===== config.mk =====
export PLATFORM = sky130hd
export DESIGN_NAME = mem_bus_ctrl
export DESIGN_NICKNAME = d
export VERILOG_FILES = /design/src/rtl/mem_bus_ctrl_pkg.sv /design/src/rtl/mem_bus_ctrl_timer.sv /design/src/rtl/mem_bus_ctrl.sv
export SDC_FILE = /design/constraint.sdc
export NUM_CORES = 1
export LEC_CHECK = 0
export CORE_MARGIN = 4
export CORE_UTILIZATION = 40
export CTS_BUF_LIST = sky130_fd_sc_hd__clkbuf_8
export DETAILED_ROUTE_END_ITERATION = 8
export HOLD_SLACK_MARGIN = 0.1
export PLACE_DENSITY = 0.88
export SYNTH_ARGS = -nofsm -noshare
export SYNTH_HDL_FRONTEND = slang
export SYNTH_HIERARCHICAL = 1
export SYNTH_SLANG_ARGS = --single-unit

===== constraint.sdc =====
create_clock -name clk -period 2.5 [get_ports clk]
set_input_delay 0.625 -clock clk [delete_from_list [all_inputs] [get_ports clk]]
set_output_delay 0.625 -clock clk [all_outputs]
set_load 0.005 [all_outputs]

===== src/rtl/mem_bus_ctrl_pkg.sv =====
// Shared encodings for the data-side memory bus controller: FSM states,
// default timeout and the access-size codes used by the MEM stage.
package mem_bus_ctrl_pkg;

  typedef enum logic [1:0] {
    IDLE   = 2'b00,
    ACCESS = 2'b01,
    DONE   = 2'b10,
    ERR    = 2'b11
  } state_t;

  localparam int DEFAULT_TIMEOUT = 15;

  localparam logic [1:0] SIZE_BYTE = 2'b00;
  localparam logic [1:0] SIZE_HALF = 2'b01;
  localparam logic [1:0] SIZE_WORD = 2'b10;

  // One spare bit so the counter can hold TIMEOUT itself without wrapping.
  function automatic int timer_width(input int timeout);
    return $clog2(timeout) + 1;
  endfunction

endpackage


===== src/rtl/mem_bus_ctrl_timer.sv =====
// Saturating wait-state counter; hit flags the last ACCESS cycle allowed
// before the controller declares a bus error.
module bus_timer #(
  parameter int WIDTH = 5,
  parameter int LIMIT = 14
) (
  input  logic clk,
  input  logic rst,
  input  logic en,
  input  logic clr,
  output logic hit
);

  logic [WIDTH-1:0] count;

  // NOTE: sequential state is updated with non-blocking assignments only, so
  // every always_ff sees the pre-edge values of every other register.
  always_ff @(posedge clk) begin
    if (rst || clr) begin
      count <= '0;
    end else if (en && (count != '1)) begin
      count <= count + 1'b1;
    end
  end

  assign hit = (count == WIDTH'(LIMIT));

endmodule


===== src/rtl/mem_bus_ctrl.sv =====
// Data-side bus controller: latches one MEM-stage load/store, runs it on the
// external bus with wait states and timeout, and freezes the pipeline meanwhile.
module mem_bus_ctrl
  import mem_bus_ctrl_pkg::*;
#(
  parameter int TIMEOUT = DEFAULT_TIMEOUT
) (
  input  logic        clk,
  input  logic        rst,
  input  logic        dreq,
  input  logic        dwrite,
  input  logic [31:0] daddr,
  input  logic [1:0]  dsize,
  input  logic [31:0] dwdata,
  input  logic        ACKD_n,
  input  logic        ACKI_n,
  input  logic [31:0] ddt_in,
  output logic        MREQ,
  output logic        WRITE,
  output logic [31:0] DAD,
  output logic [1:0]  SIZE,
  output logic        ddt_oe,
  output logic [31:0] ddt_out,
  output logic [31:0] rdata,
  output logic        freeze,
  output logic        bus_err
);

  localparam int CW = timer_width(TIMEOUT);

  state_t state, state_nxt;
  logic   lat_write;
  logic   timer_en, timer_clr, timer_hit;

  bus_timer #(
    .WIDTH(CW),
    .LIMIT(TIMEOUT - 1)
  ) u_timer (
    .clk(clk),
    .rst(rst),
    .en (timer_en),
    .clr(timer_clr),
    .hit(timer_hit)
  );

  always_ff @(posedge clk) begin
    if (rst) begin
      state     <= IDLE;
      lat_write <= 1'b0;
      DAD       <= '0;
      SIZE      <= '0;
      ddt_out   <= '0;
      rdata     <= '0;
    end else begin
      state <= state_nxt;
      if (state == IDLE && dreq) begin
        lat_write <= dwrite;
        DAD       <= daddr;
        SIZE      <= dsize;
        ddt_out   <= dwdata;
      end
      // Stores leave rdata untouched so the last load value stays visible.
      if (state == ACCESS && !ACKD_n && !lat_write) begin
        rdata <= ddt_in;
      end
    end
  end

  // NOTE: every signal written here gets a default first, so no path leaves
  // one unassigned and no latch is inferred.
  always_comb begin
    state_nxt = state;
    timer_en  = 1'b0;
    timer_clr = 1'b0;
    unique case (state)
      IDLE: begin
        if (dreq) begin
          timer_clr = 1'b1;
          state_nxt = ACCESS;
        end
      end
      ACCESS: begin
        timer_en = ACKD_n;
        // An acknowledge in the final allowed cycle beats the timeout.
        if (!ACKD_n) begin
          state_nxt = DONE;
        end else if (timer_hit) begin
          state_nxt = ERR;
        end
      end
      DONE:    state_nxt = IDLE;
      ERR:     state_nxt = ERR;
      default: state_nxt = IDLE;
    endcase
  end

  assign MREQ    = (state == ACCESS);
  assign WRITE   = MREQ & lat_write;
  assign ddt_oe  = MREQ & lat_write;
  assign bus_err = (state == ERR);
  assign freeze  = ((state == IDLE) & dreq) | (state == ACCESS) | (state == ERR) | ACKI_n;

endmodule


# Word-level counts from Yosys, hierarchy flattened
# Index checks and enable logic that the tools add are counted.
dict set report op_classes {
  bitwise_logic 5
  eq_ne 7
  reduce_logical 9
  mux 7
  addsub 1
}
# op n
set op_table {}
lappend op_table {{$pmux W2 S4} 1}
lappend op_table {{$mux W2} 3}
lappend op_table {{$add A5 B1 Y5 const B} 1}
lappend op_table {{$eq A5 B4 Y1 const B} 1}
lappend op_table {{$ne A5 B5 Y1 const B} 1}
lappend op_table {{$eq A2 B2 Y1 const B} 2}
lappend op_table {{$logic_and A1 B1 Y1} 4}
lappend op_table {{$mux W1} 3}
lappend op_table {{$ne A3 B2 Y1 const B} 1}
lappend op_table {{$or A1 B1 Y1} 3}
lappend op_table {{$and A1 B1 Y1} 2}
lappend op_table {{$eq A2 B1 Y1 const B} 1}
lappend op_table {{$logic_not A1 Y1} 2}
lappend op_table {{$logic_not A2 Y1} 1}
lappend op_table {{$ne A2 B2 Y1 const B} 1}
lappend op_table {{$reduce_and A2 Y1} 1}
lappend op_table {{$logic_or A1 B1 Y1} 1}
dict set report totals {
  out_inout_bits 103
  ff_bits 106
  input_bits 104
  word_cells 36
}

# Logic depth before layout (Yosys ltp)
dict set report logic_depth {
  ltp_word 5
  ltp_mapped 6
  ltp_nobuf 6
}

# Cells and area by module
# Netlist, hierarchy kept.
# mod n_inst area_each_um2 cells_per_inst seq_area_each_um2
set by_module_without_submodules {}
lappend by_module_without_submodules {mem_bus_ctrl 1 4538.1 443 2021.9}
lappend by_module_without_submodules {bus_timer 1 264.0 28 100.1}

# Least setup slack after synthesis
# No wires, ideal clock.
dict set report synth_timing {
  path_type {input-to-output}
  from {in dreq}
  to {out freeze}
  setup_slack_ps 522
  path_buffers 2
  required_ps 1875
  t_arrival_ps 1353
  cell_stages 4
  path_cell_list {nor3b_1 buf_2 buf_6 or3_1}
}
dict set report synth_via {
  elab_chain_len 4
}
# element line_no
set synth_rtl {}
lappend synth_rtl {{start: declaration} mem_bus_ctrl.sv:10} ;# input logic dreq,
lappend synth_rtl {{$and A1 B1 Y1} mem_bus_ctrl.sv:101} ;# assign freeze = ((state == IDLE) & dreq) | (state == ACCESS) | (state == ERR) | ACKI_n;
lappend synth_rtl {{$or A1 B1 Y1 (3 in series)} mem_bus_ctrl.sv:101}
lappend synth_rtl {{end: declaration} mem_bus_ctrl.sv:25} ;# output logic freeze,
# Every way passes these cells.

# Final worst setup path
# Same ends and word-level chain as after synthesis.

==> impl_metrics.json <==
{
  "vias": 3762,
  "syn_nets": 578,
  "grt_usage_pct": 16.9,
  "netSwitchingPower_mw": 0.872,
  "ys_types": 30,
  "ctsHtreeMaxLevel": 3,
  "drc": 0,
  "yosys-top-cells-area": "dfxtp_1 44%, nand2b_1 26%, mux2i_1 21%, clkbuf_1 1.6%, buf_4 1.1%",
  "rows": 39,
  "worst_slack_ns": 0.114,
  "seq_area_frac_synth_pct": 44.2,
  "fillers": 971,
  "fin_skew_ns": 0.00707,
  "die_w_um": 118,
  "ant_nets": 0,
  "wire_per_inst_um": 14.6,
  "area_delta_synth_final_pct": 49.6,
  "pwr-share-comb_pct": 18.7,
  "final_max_slew_viol_count": 0,
  "vdd_drop_max_uv": 270,
  "nets": 768,
  "p_per_area_mw_per_mm2": 533,
  "cts_sinks": 106,
  "crit_type": "input port to output pin",
  "core_area_mm2": 0.0116,
  "place.gp.congestion": 0.757,
  "portBuffers": 206,
  "synth_warnings": 6,
  "finalHoldViolCount": 0,
  "clock_tree.buffer_depth": 2,
  "tns_ns": 0,
  "synth_edf_count": 0,
  "grt-ovfl-total": 0,
  "grt_pass1_vias": 3988,
  "syn_avg_cell_area_um2": 10.2,
  "netlist.area_leader.share_pct": 44.2,
  "dp_slack_ns": -0.0750,
  "timing.critical_path.required_ns": 1.88,
  "wl_mm": 11.8,
  "syn_area_mm2": 0.00480,
  "grt_max_degree": 81,
  "finalCriticalPeriod_ns": 2.39,
  "dominantRegCellSynth": "dfxtp_1",
  "synth_largest_area_cell": "dfxtp_1",
  "finalCritPeriodShare_pct": 95.4,
  "grt_pass1_wl_mm": 19.6,
  "cts_tree": "built",
  "pwr-share-seq_pct": 48.3,
  "arrival_ns": 1.76,
  "drv_cap": 0,
  "critPathLaunchType": "input port",
  "fp.dieH_um": 118,
  "ios": 207,
  "tightest_slew_ns": 0.510,
  "path_clk_slew_ns": 0.10,
  "slew-limit-headroom_pct": 66.0,
  "async_reset_ff_share_pct": 0,
  "switching_share_pct": 22.8,
  "start_util_pct": 41.5,
  "antenna_cells": 0,
  "die_area_mm2": 0.0138,
  "drive_gt1_share_pct": 4.80,
  "setup_violations": 0,
  "endpoint_kind": "output pin",
  "p_leak_nw": 2.67,
  "critPathMaxFanout": 2,
  "clkPwrFrac_pct": 33.0,
  "internal_power_mw": 2.96,
  "hold_path.class": "flop to flop",
  "cts.root.buffer_cell": "clkbuf_8",
  "grt_antenna_before_repair": 0,
  "grt_setup_unrepaired": "false",
  "clk_latency_ns": 0.35,
  "vias_per_cell": 4.65,
  "status": "complete, no violations",
  "first_pass_iters": 4,
  "cts_made_buffers": 9,
  "first_iter_violations": 106,
  "timing.fmax_mhz": 419,
  "dpl.hpwl_mm": 8.84,
  "postCtsHoldBufs": 0,
  "ys_ff_latch": 106,
  "netlist_instances": 471
}
==> placed cells by master (no fill, tap or decap), types with 3 or more instances in the layout <==
cell             instances
nor2_1                   3
nand2b_1               198
bufinv_16                3
ha_1                     3
mux2i_1                 99
dfxtp_1                106
clkbuf_8                10
buf_4                    6
clkdlybuf4s50_1        204
==> worst paths after layout <==
kind | startpoint | to | slack (ns) | depth (start not counted)
setup / recovery | dreq | freeze | 0.11 | 4
hold / removal | ddt_out[0] | ddt_out[0] | 0.48 | 2
setup reg to reg | state[1] | ddt_out[26] | 0.75 | 4
hold reg to reg | ddt_out[0] | ddt_out[0] | 0.48 | 2
==> registers in the layout, indices dropped and copies added (netlist names) <==
signal and cells:
DAD 32, SIZE 2, ddt_out 32, lat_write 1, rdata 32, state 2
u_timer/count 5
==> power groups by stage <==
stage	Sequential, mW	Combinational [mW]	Clock [mW]
finish	1.85	0.716	1.26
detailed placement	1.89	0.725	0
CTS	1.85	0.727	1.32
floorplan	1.89	0.305	0
global route	1.86	0.773	1.38
global placement	1.88	0.708	0
==> final cells by class <==
type	count	area [um^2]	share of cell area [%]
tap	143	179	2.49
multi-input combinational	330	2490	34.7
clock inverter	6	114	1.58
clock buffer	10	138	1.92
inverter	1	3.75	0.0522
sequential	106	2120	29.5
timing repair buffer	213	2140	29.7
==> metrics by stage <==
stage	utilization (%)	hold slack, ns	power (mW)	cells	cell area [um^2]
after CTS	62.1	0.481	3.90	809	7190
after global placement	60.0	0.456	2.59	793	6940
after detailed placement	60.0	0.465	2.61	793	6940
after floorplan	-	0.448	2.19	471	4800
final	62.1	0.477	3.83	809	7190
after global routing	62.1	0.494	4.02	809	7190
==> cell families after synthesis <==
| logic type | synth area share (%) |
|---|---|
| AOI/OAI and AO/OA | 0.834 |
| xor gates and xnor gates | 0.365 |
| buffers and inverters | 3.99 |
| DFF | 44.2 |
| and+or+nand+nor | 29.2 |
| adders and majority gates | 0.782 |
| muxes | 20.6 |
==> repair_timing <==
| action | CTS | global route |
|---|---|---|
| setup buffers | 0 | 0 |
| setup endpoints to repair | 1 | 0 |
| resized for setup | 1 | 0 |
==> cell usage after synthesis (2+ instances only) <==
cell type  count
and2_1         2
ha_1           3
buf_2          3
buf_6          4
nand2_1        2
dfxtp_1      106
and2b_2        2
mux2i_1       99
or3_1          2
nor2_1         3
clkbuf_1      20
nor3b_1        3
a21oi_1        2
buf_4          7
nand2b_1     198
==> layer usage <==
| metal | global-route usage [%] | part of all wire, % | vias to the layer above | wire length [um] |
|---|---|---|---|---|
| li1 | - | - | 1895 | - |
| met1 | 19.2 | 42 | 1718 | 4980 |
| met5 | 0 | 0 | - | 0 |
| met4 | 5.42 | 1.6 | 0 | 184 |
| met2 | 29.6 | 48 | 136 | 5710 |
| met3 | 5.96 | 8.0 | 13 | 940 |
==> critical path, cell delays in order <==
cell and delay [ns]:
clkdlybuf4s50_1 0.40, nor3b_2 0.16, or3_1 0.31, dlygate4sd2_1 0.27
Note: power is estimated with default switching activity, not from simulation.
==> RTL edit 1 (same settings) <==
The 4 states of `state_t` get a one-hot encoding in 4 bits.
--- a/src/rtl/mem_bus_ctrl_pkg.sv
+++ b/src/rtl/mem_bus_ctrl_pkg.sv
@@ -3,9 +3,9 @@
 package mem_bus_ctrl_pkg;
 
-  typedef enum logic [1:0] {
-    IDLE   = 2'b00,
-    ACCESS = 2'b01,
-    DONE   = 2'b10,
-    ERR    = 2'b11
+  typedef enum logic [3:0] {
+    IDLE   = 4'b0001,
+    ACCESS = 4'b0010,
+    DONE   = 4'b0100,
+    ERR    = 4'b1000
   } state_t;
 
Behaviour: same outputs for any inputs over 10 cycles, from zero or initial values and one cycle with rst high; not proved beyond that.
==> RTL edit 1 against the original RTL <==
  * Synthesized cell count is 5.5% higher
  * Sequential cell count is 2 higher
  * Critical path depth is 1 lower
  * Global-route usage is 1.9 points higher
  * Synthesized area is 0.13% higher
  * Combinational power is 7.1% higher
  * Worst setup slack worse by 0.040 ns
  * Total power is 4.4% lower
  * Design area is 1.6% lower
  * Wire length is 15% higher
  * Highest routed layer unchanged
==> RTL edit 1: results (changes against the original RTL) <==
Pwr
  – Switching power: 995 uW (was 872 uW)
  – VDD IR max: 283 uV (was 270 uV)
  – Static Leak: 2.37 nW (was 2.67 nW)
  – Seq pwr: 1.90 mW (was 1.85 mW)
  – Power in combinational cells: 767 uW (was 716 uW)

STA
  – Max-slew headroom: 50.4% (was 66.0%)

Detailed routing
  – DRT iter0 DRCs: 246 (was 106)
  – DR vias: 4194 (was 3762)

Cells and area
  – Layout non-clock buf frac: 30.3% (was 29.7%)
  – Nets: 781 (was 768)
  – Layout cells sized above 1: 5.45% (was 4.80%)
  – Multi-input logic area: 2390 um^2 (was 2490 um^2)
  – Antenna cells: 0 (unchanged)
  – Signal inverters: 4 (was 1)
  – Buffers, non-clock: 215 (was 213)
  – Layout fillers: 978 (was 971)

Critical path
  – Slowest library cell on the worst path: or4_1 (was clkdlybuf4s50_1)
  – Worst EP arrival: 1.80 ns (was 1.76 ns)
  – CP max stage delay: 0.50 ns (was 0.40 ns)
  – Critical Path Fanout Max: 1 (was 2)
  – Worst Reg2Reg Path Length in Cells: 5 (was 4)
  – Reg2Reg Launch Point: state[3] (was state[1])
  – Reg-to-reg endpoint: u_timer/count[3] (was ddt_out[26])

Place
  – DP Area: 6870 um^2 (was 6940 um^2)
  – Dpl hpwl: 9.39 mm (was 8.84 mm)
  – GP Congestion: 0.731 (was 0.757)

Outcome
  – Status: complete, no violations (unchanged)

Synth
  – Register area share after synthesis: 45.0% (was 44.2%)
  – Netlist cell types: 38 (was 30)
  – Synth Register Bits: 108 (was 106)
  – Synth cell count leaders: 131 x nand2b_1, 108 x dfxtp_1, 67 x nand4b_1 (was 198 x nand2b_1, 106 x dfxtp_1, 99 x mux2i_1)

Worst hold path
  – Hold path endpoint: DAD[22] (was ddt_out[0])

Global route
  – First-pass GRT wire length: 21.8 mm (was 19.6 mm)
  – GRT Util Overall: 18.8% (was 16.9%)
[RTL edit 1: cell types whose count changed after synthesis, moves of 5 or more]
cell      delta
mux2i_1     -67
nand2b_1    -67
nand4b_1    +67
o21ai_0     +65
buf_4        -5
clkbuf_1    +20
[RTL edit 1: worst max path at each step]
stage	start	cells past startpoint	end	slack, ns
after floorplan	dreq	4	freeze	0.30
after global placement	ACKI_n	3	freeze	-0.14
after detailed placement	ACKI_n	3	freeze	-0.12
after CTS	ACKI_n	3	freeze	0.07
after global routing	ACKI_n	3	freeze	0.01
final	ACKI_n	3	freeze	0.07
[RTL edit 1: routing by layer]
| layer | vias up | GRT usage, % | wire length [um] |
|---|---|---|---|
| li1 | 2070 | - | - |
| met1 | 1954 | 23.3 | 5970 |
| met2 | 159 | 31.3 | 6400 |
| met3 | 11 | 7.11 | 1150 |
| met4 | 0 | 4.03 | 116 |
| met5 | - | 0 | 0 |
[RTL edit 1: through the flow]
step / hold WS (ns) / std cells / setup TNS [ns] / power (mW) / worst slack (ns)
after CTS: 0.480 / 822 / 0 / 3.69 / 0.0669
after global routing: 0.496 / 822 / 0 / 3.82 / 0.0144
final: 0.476 / 822 / 0 / 3.66 / 0.0742
after detailed placement: 0.463 / 804 / -0.121 / 2.70 / -0.121
after floorplan: 0.448 / 497 / 0 / 2.25 / 0.301
after global placement: 0.454 / 804 / -0.137 / 2.67 / -0.137
[RTL edit 1: cell families after synthesis]
group / synth area share [%]
multiplexers: 6.66
flip-flops: 45.0
XOR/XNOR: 0.547
AND/OR/NAND/NOR: 33.4
adder cells (fa/ha/maj): 0.781
AO/OA/AOI/OAI: 8.14
buffers and inverters: 5.54
[RTL edit 1: timing repair]
item | CTS | global route
gates resized for setup | 5 | 0
setup endpoints to repair | 3 | 0
buffers inserted | 2 | 0
hold buffers | 0 | 0
==> RTL edit 2 (config.mk and constraints unchanged) <==
Made on the original files. `DEFAULT_TIMEOUT`: 15 -> 30.
--- a/src/rtl/mem_bus_ctrl_pkg.sv
+++ b/src/rtl/mem_bus_ctrl_pkg.sv
@@ -10,5 +10,5 @@
   } state_t;
 
-  localparam int DEFAULT_TIMEOUT = 15;
+  localparam int DEFAULT_TIMEOUT = 30;
 
   localparam logic [1:0] SIZE_BYTE = 2'b00;
Behaviour: same outputs for any inputs over 10 cycles, from zero or initial values and one cycle with rst high; that may be too few to reach the edited logic, so the function may still have changed.
==> RTL edit 2 against the original RTL <==
  * Combinational power increased by 1%
  * Total power is 4.1% lower
  * Register-to-register slack lost 0.21 ns
  * Clock skew rose by 0.0051 ns
  * Worst setup slack better by 0.015 ns
  * Count of clock-buffer cells in the layout unchanged
  * Synthesized area up 1.9%
  * Sequential cell count grew 1
  * Wire length increased by 6.0%
  * Sequential share of layout area rose by 0.098 points
  * Global-route usage increased by 0.69 points
  * Non-clock buffer count grew 1
  * Design area grew 0.61%
  * Utilization is 1.9 points lower
==> RTL edit 2: results (changes against the original RTL) <==
Global route
  – GRT Util Overall: 17.6% (was 16.9%)
  – Met3 Use GR: 8.04% (was 5.96%)
  – GR Util met2: 32.3% (was 29.6%)
  – Initial antenna violation count: 0 (unchanged)
  – Vias in the first global route: 4219 (was 3988)
  – First-pass GRT wire length: 20.2 mm (was 19.6 mm)
  – Pin count of the biggest net entering global routing: 85 (was 81)
  – M1 GR Usage: 18.1% (was 19.2%)

Critical path
  – Worst Reg2Reg Path Length in Cells: 6 (was 4)
  – Crit path max-delay family: buffers and inverters (unchanged)
  – Reg-to-reg endpoint: u_timer/count[0] (was ddt_out[26])
  – Register-to-register setup slack: 0.54 ns (was 0.75 ns)
  – CP max stage delay: 0.39 ns
  – Critical Path Fanout Max: 2 (unchanged)

Detailed routing
  – Wire length on met1: 4.85 mm (was 4.98 mm)
  – Drt pass-1 iters: 4 (unchanged)
  – DRT iter0 DRCs: 187 (was 106)
  – DR WL met3: 1.08 mm (was 940 um)
  – Final WL: 12.5 mm (was 11.8 mm)
  – DR vias: 3933 (was 3762)
  – Met2 wire length: 6.45 mm (was 5.71 mm)

Place
  – Dpl cells: 809 (was 793)
  – GP Congestion: 0.710 (was 0.757)
  – Place WS: -0.0832 ns (was -0.0750 ns)
  – Dpl hpwl: 9.37 mm (was 8.84 mm)
  – DP Area: 7030 um^2 (was 6940 um^2)

CTS
  – CTS Buf Count: 9 (unchanged)
  – H-tree depth: 3 (unchanged)
  – Clk_lat worst skew: 0.37 ns (was 0.35 ns)
  – Root Driver: clkbuf_8 (unchanged)

STA
  – Clk_skew: 0.0122 ns (was 0.00707 ns)
  – Tightest Pin Transition: 0.605 ns (was 0.510 ns)
  – Fin Hold WS: 0.479 ns (was 0.477 ns)
  – Setup ws final: 0.129 ns (was 0.114 ns)

Cells and area
  – Layout fillers: 992 (was 971)
  – Nets: 779 (was 768)
  – Layout cells sized above 1: 4.87% (was 4.80%)
  – Util after Layout: 60.2% (was 62.1%)
  – Non-Filler Instances: 825 (was 809)

Synth
  – Register area share after synthesis: 43.8% (was 44.2%)
  – Fraction of registers with async set/reset: 0% (unchanged)
  – Mapped Nets: 590 (was 578)
  – Top cells by area, synth: dfxtp_1 44%, nand2b_1 25%, mux2i_1 20% (was dfxtp_1 44%, nand2b_1 26%, mux2i_1 21%)
  – Netlist cell types: 35 (was 30)
  – Synth cell count leaders: 198 x nand2b_1, 107 x dfxtp_1, 99 x mux2i_1 (was 198 x nand2b_1, 106 x dfxtp_1, 99 x mux2i_1)
  – Mapped Avg Cell Area: 10.1 um^2 (was 10.2 um^2)

Worst hold path
  – Hold path start: DAD[4] (was ddt_out[0])
  – Hold path endpoint: DAD[4] (was ddt_out[0])
  – Hold WC Path Type: register to register (unchanged)

Outcome
  – Status: complete, no violations (unchanged)

Pwr
  – VDD IR max: 552 uV (was 270 uV)
  – Static Leak: 2.68 nW (was 2.67 nW)
RTL edit 2: cell count changes after synthesis, moves of 2 or more:
cell / unedited run / this run
a31oi_1: 0 / 4
buf_2: 3 / 5
inv_1: 1 / 3
nand4_1: 0 / 2
o21ai_1: 0 / 2
RTL edit 2: power breakdown:
part / switching (mW) / leakage, nW / internal [mW]
Sequential: 0.0617 / 0.876 / 1.81
Clock: 0.587 / 0.0987 / 0.491
Combinational: 0.250 / 1.71 / 0.476
RTL edit 2: kinds of logic after synthesis:
group	synth area share (%)
compound gates	2.05
fa+ha+maj	0.511
buf+inv	4.27
flops	43.8
mux	20.3
simple gates	29.1
RTL edit 2: final cells by class:
type                    count  area share, %
multi-input cells         338           35.2
repair buffers            214           29.6
flip-flops and latches    107           29.6
well taps                 147           2.54
clock buffers              10           1.90
clock inverters             6          0.883
inverters                   3          0.156
